## config.mk

```make
export PLATFORM = sky130hd
export DESIGN_NAME = gps_stream_ctrl
export DESIGN_NICKNAME = d
export VERILOG_FILES = /design/src/rtl/gps_stream_ctrl.sv
export SDC_FILE = /design/constraint.sdc
export NUM_CORES = 1
export LEC_CHECK = 0
export ABC_AREA = 1
export BUFFER_PORTS_ARGS = -buffer_cell sky130_fd_sc_hd__buf_2
export CAP_MARGIN = 20
export CORE_ASPECT_RATIO = 1.5
export CORE_UTILIZATION = 59
export DETAILED_ROUTE_END_ITERATION = 12
export PLACE_DENSITY = 0.85
export SLEW_MARGIN = 20
export SYNTH_ARGS = -nofsm -noshare
export SYNTH_HDL_FRONTEND = slang
export SYNTH_SLANG_ARGS = --single-unit
```

## constraint.sdc

```tcl
create_clock -name clk_i -period 3 [get_ports clk_i]
set_clock_uncertainty 0.1 [all_clocks]
set_input_delay 0.9 -clock clk_i [delete_from_list [all_inputs] [get_ports clk_i]]
set_output_delay 0.9 -clock clk_i [all_outputs]
set_load 0.02 [all_outputs]
```

## src/rtl/gps_stream_ctrl.sv

```systemverilog
// Byte feeder from the UART RX FIFO to the NMEA speed decoder. It also holds the last
// decoded speed, raises a staleness flag on timeout and keeps debug byte/sentence counters.
module gps_stream_ctrl #(
  parameter int unsigned TIMEOUT_CYCLES = 12000000,
  parameter int unsigned TIMER_W        = 24
) (
  input  logic        clk_i,
  input  logic        rst_ni,
  input  logic        enable_i,
  input  logic [7:0]  fifo_data_i,
  input  logic        fifo_empty_i,
  output logic        fifo_rd_o,
  output logic [7:0]  dec_data_o,
  output logic        dec_valid_o,
  input  logic        dec_ready_i,
  input  logic [7:0]  dec_speed_i,
  input  logic        dec_speed_valid_i,
  output logic        dec_speed_ready_o,
  output logic [7:0]  speed_o,
  output logic        speed_valid_o,
  input  logic        speed_ready_i,
  output logic        stale_o,
  output logic [15:0] byte_cnt_o,
  output logic [7:0]  sentence_cnt_o
);

  localparam logic [TIMER_W-1:0] TIMEOUT_VAL = TIMER_W'(TIMEOUT_CYCLES);

  typedef enum logic [1:0] {IDLE, POP, LOAD, OFFER} state_t;

  state_t             state_q, state_d;
  logic               handshake;
  logic               accept;
  logic [TIMER_W-1:0] timer_q;

  assign handshake         = dec_valid_o & dec_ready_i;
  assign dec_speed_ready_o = ~speed_valid_o | speed_ready_i;
  assign accept            = dec_speed_valid_i & dec_speed_ready_o;

  always_ff @(posedge clk_i or negedge rst_ni) begin
    if (!rst_ni) state_q <= IDLE;
    else         state_q <= state_d;
  end

  always_comb begin
    state_d = state_q;
    unique case (state_q)
      IDLE:    if (enable_i && !fifo_empty_i) state_d = POP;
      POP:     state_d = LOAD;
      LOAD:    state_d = OFFER;
      OFFER:   if (dec_ready_i) state_d = IDLE;
      default: state_d = IDLE;
    endcase
  end

  // Strobes are registered from the next state so that they line up with the state they belong to.
  always_ff @(posedge clk_i or negedge rst_ni) begin
    if (!rst_ni) begin
      fifo_rd_o      <= 1'b0;
      dec_valid_o    <= 1'b0;
      dec_data_o     <= '0;
      byte_cnt_o     <= '0;
      sentence_cnt_o <= '0;
    end else begin
      fifo_rd_o   <= (state_d == POP);
      dec_valid_o <= (state_d == OFFER);
      if (state_q == LOAD) dec_data_o <= fifo_data_i;
      if (handshake) begin
        byte_cnt_o <= byte_cnt_o + 16'd1;
        if (dec_data_o == 8'h24) sentence_cnt_o <= sentence_cnt_o + 8'd1;
      end
    end
  end

  always_ff @(posedge clk_i or negedge rst_ni) begin
    if (!rst_ni) begin
      speed_o       <= '0;
      speed_valid_o <= 1'b0;
    end else if (accept) begin
      speed_o       <= dec_speed_i;
      speed_valid_o <= 1'b1;
    end else if (speed_ready_i) begin
      speed_valid_o <= 1'b0;
    end
  end

  // stale_o is only ever set here on the saturating step; an accept is the only thing that clears it.
  always_ff @(posedge clk_i or negedge rst_ni) begin
    if (!rst_ni) begin
      timer_q <= '0;
      stale_o <= 1'b1;
    end else if (accept) begin
      timer_q <= '0;
      stale_o <= 1'b0;
    end else if (timer_q != TIMEOUT_VAL) begin
      timer_q <= timer_q + 1'b1;
      if (timer_q == TIMEOUT_VAL - 1'b1) stale_o <= 1'b1;
    end
  end

endmodule

```

-- Yosys cells after proc, flatten, opt, wreduce, memory -nomap -nowiden
Cells that the tools add are included.
- output and inout port bits: 45
- input port bits: 23
- word-level logic and storage cells: 43
- register bits: 70
- add/sub/neg operators: 3
- bitwise operators: 4
- reductions and logical operators: 8
- equality and inequality tests: 8
- mux-type cells: 10
- operators with widths (cell ; number):
    $mux 24 ; 2
    $add 24x1->24 const B ; 1
    $eq 24x24->1 const B ; 1
    $ne 24x24->1 const B ; 1
    $add 16x1->16 const B ; 1
    $add 8x1->8 const B ; 1
    $eq 8x6->1 const B ; 1
    $pmux 2 s4 ; 1
    $eq 2x2->1 const B ; 3
    $reduce_bool 2->1 ; 3
    $mux 1 ; 5
    $eq 2x1->1 const B ; 2
    $mux 2 ; 2
    $reduce_and 2->1 ; 2
    $and 1x1->1 ; 2
    $logic_not 2->1 ; 1
    $logic_and 1x1->1 ; 1
    $logic_not 1->1 ; 1
    $not 1->1 ; 1
    $or 1x1->1 ; 1

-- Depth between registers and ports, before layout
- depth in word-level cells: 5
- mapped depth: 8
- depth with buffers taken out: 8

-- Least setup slack after synthesis
No wires, ideal clock.
- path type: input to output
- start: input port speed_ready_i
- end: output port dec_speed_ready_o
- buffers on the path: 0
- slack: 0.951 ns
- data required time: 2.000 ns
- cell stages on the path: 2
- data arrival time: 1.049 ns
- path through: inv_1 nand2_2
- cells in the longest elaborated chain, start to end: 1
- RTL lines (item ; line ; text):
    start: declaration ; 21 ; input logic speed_ready_i,
    $or 1x1->1 ; 37 ; assign dec_speed_ready_o = ~speed_valid_o | speed_ready_i;
    end: declaration ; 18 ; output logic dec_speed_ready_o,
Every way passes these cells.

-- Worst setup path after layout
Same ends and word-level chain as after synthesis.

==> impl_metrics.env <==
export IMPL_cts_setup_buffers=0
export IMPL_ios=68
export IMPL_die_w_um=65.1
export IMPL_insertion_delay_ns=0.34
export IMPL_end_kind="primary output"
export IMPL_start_util_pct=60.9
export IMPL_reg2reg_from="timer_q[0]"
export IMPL_register_area_mm2=0.00175
export IMPL_drtIter0Drc=123
export IMPL_coreArea_mm2=0.00579
export IMPL_synth_seq_area_share_pct=49.8
export IMPL_wire_per_inst_um=13.1
export IMPL_postCtsHoldBufs=0
export IMPL_antenna_cells=0
export IMPL_clkTransAtPathRegs_ns=0.08
export IMPL_rr_endpoint="timer_q[22]"
export IMPL_fillers=442
export IMPL_synthToLayoutAreaGrowth_pct=18.4
export IMPL_numPortBuffers=67
export IMPL_die_h_um=96.6
export IMPL_outcome="finished, final reports clean"
export IMPL_criticalPathCategory="input pin to primary output"
export IMPL_cts_path_max_buffers=2
export IMPL_cts_root_buf="clkbuf_8"
export IMPL_grt_total_usage_pct=27.5
export IMPL_final_common_cell="nand2_1"
export IMPL_arrival_ns=1.27
export IMPL_path_max_fanout=3
export IMPL_grt_overflow_total=0
export IMPL_period_share_pct=75.7
export IMPL_min_path_cells=1
export IMPL_dp_hpwl_um=5410
export IMPL_p_leak_nw=2.12
export IMPL_yosysWarnings=0
export IMPL_grt_max_degree=53
export IMPL_finalMaxSlewViolations=0
export IMPL_cts_sinks=70
export IMPL_multi_input_area_mm2=0.00156
export IMPL_layout_common_cells="125 x nand2_1, 69 x dfrtp_1, 67 x buf_2"
export IMPL_worstPathRequired_ns=2.00
export IMPL_start_kind="input pin"
export IMPL_gp_congestion=0.839
export IMPL_via_per_inst=5.17
export IMPL_grt_antenna_before_repair=0
export IMPL_drive_gt1_share_pct=23.5
export IMPL_synthCells=430
export IMPL_rsz0062_at_grt="false"
export IMPL_synth_nets=457
export IMPL_dieArea_mm2=0.00629
export IMPL_hp_class="register to register"
export IMPL_worstRegToRegCells=8
export IMPL_hold_viol_final=0
export IMPL_nNetsFinal=533
export IMPL_syn_avg_cell_area_um2=8.19
export IMPL_antenna_left=0
export IMPL_cts_resized=0
export IMPL_rows=34
export IMPL_max_slew_worst_pin_slew_ns=0.524
export IMPL_slew_headroom_pct=64.8
export IMPL_num_vias=3012
export IMPL_worstHoldStart="state_q[0]"
export IMPL_timing_fmax_ghz=0.441
export IMPL_cts_tree="done"
export IMPL_finalWirelength_um=7620
export IMPL_ir_drop_v=0.000573
export IMPL_grt_pass1_wl_um=13400
export IMPL_r2r_slack_ns=1.42
export IMPL_yosysUniqueCellTypes=30
export IMPL_synth_area_mm2=0.00352
export IMPL_numCtsBuffers=9
export IMPL_grt_pass1_vias=3139
export IMPL_ys_ff_latch=70
export IMPL_total_power_mw=2.65
export IMPL_cellPowerDensity_mw_per_mm2=635
export IMPL_htree_num_levels=3
export IMPL_max_cap_violations=0
export IMPL_drc=0
export IMPL_final_min_clock_period_ns=2.27
export IMPL_whs_endpoint="fifo_rd_o"
export IMPL_tns_ns=0
export IMPL_firstDrtPassIters=4
export IMPL_setup_violations=0
[through the flow]
step	instances	hold WS [ns]	setup WS [ns]	utilization (%)	instance area (um^2)
after global routing	583	0.366	0.708	72.1	4170
after detailed placement	567	0.342	0.727	68.4	3960
after CTS	583	0.353	0.726	72.1	4170
final	583	0.351	0.730	72.1	4170
after global placement	567	0.335	0.740	68.4	3960
after floorplan	430	0.313	0.951	-	3520
[how the worst max path moves through the flow]
stage                                    to  cells after the start           from  slack [ns]
after floorplan           dec_speed_ready_o                      2  speed_ready_i        0.95
after detailed placement  dec_speed_ready_o                      4  speed_ready_i        0.73
after global placement    dec_speed_ready_o                      4  speed_ready_i        0.74
final                     dec_speed_ready_o                      4  speed_ready_i        0.73
after global routing      dec_speed_ready_o                      4  speed_ready_i        0.71
after CTS                 dec_speed_ready_o                      4  speed_ready_i        0.73
[routing by layer]
layer | GRT usage [%] | vias to the layer above | share of wire [%]
li1 | - | 1497 | -
met3 | 7.19 | 16 | 4.1
met2 | 48.1 | 61 | 53
met1 | 31.4 | 1438 | 41
met4 | 10.5 | 0 | 1.9
met5 | 0 | - | 0
[registers in the layout (all words and copies together) (netlist names)]
signal          flops
sentence_cnt_o      8
dec_valid_o         1
timer_q            24
byte_cnt_o         16
speed_o             8
stale_o             1
speed_valid_o       1
dec_data_o          8
state_q             2
fifo_rd_o           1
[synthesized netlist by cell type]
| library cell | number | area share [%] |
|---|---|---|
| nor2_2 | 9 | 1.6 |
| a21oi_1 | 19 | 2.7 |
| nor4_1 | 1 | 0.18 |
| nand2_2 | 10 | 1.8 |
| xor2_1 | 10 | 2.5 |
| and2_1 | 1 | 0.18 |
| nand2_1 | 125 | 13 |
| nor2_4 | 8 | 2.6 |
| or2_2 | 1 | 0.18 |
| nand4_1 | 10 | 1.8 |
| xnor2_1 | 13 | 3.2 |
| nor3_1 | 4 | 0.57 |
| o21ai_0 | 11 | 1.6 |
| mux2_2 | 4 | 1.3 |
| dfstp_2 | 1 | 0.75 |
| dfrtp_1 | 69 | 49 |
| buf_2 | 3 | 0.43 |
| nor3_2 | 1 | 0.28 |
| buf_1 | 1 | 0.11 |
| nand2_4 | 1 | 0.32 |
| and3_1 | 1 | 0.18 |
| clkinv_1 | 1 | 0.11 |
| nand3_1 | 21 | 3.0 |
| ha_1 | 4 | 1.4 |
| inv_1 | 48 | 5.1 |
| nand3b_1 | 1 | 0.21 |
| inv_2 | 1 | 0.11 |
| nor2_1 | 48 | 5.1 |
| o21ai_1 | 2 | 0.28 |
| o21a_1 | 1 | 0.21 |
[report_power, final]
| group | leakage, nW | internal (mW) | switching [mW] |
|---|---|---|---|
| clock | 0.106 | 0.467 | 0.366 |
| sequential | 0.893 | 1.08 | 0.120 |
| combinational | 1.12 | 0.220 | 0.393 |
| total | 2.12 | 1.77 | 0.879 |
[critical path: stages]
cell     delay, ns
buf_2         0.09
inv_1         0.06
nand2_2       0.06
buf_2         0.16
[cell families after synthesis]
group	share of synthesized area (%)
buffers and inverters	5.86
adder cells (fa/ha/maj)	1.42
AO/OA/AOI/OAI	4.76
XOR/XNOR	5.72
multiplexers	1.28
flip-flops	49.8
AND/OR/NAND/NOR	31.2
[final cells by class]
cell class	instances	share of cell area (%)
timing repair buffer	69	8.70
clock buffer	10	3.06
inverter	50	4.50
clock inverter	6	2.07
tap	72	2.16
sequential	70	42.0
multi-input combinational	306	37.5
No activity file was read; power rests on OpenSTA's default activity.
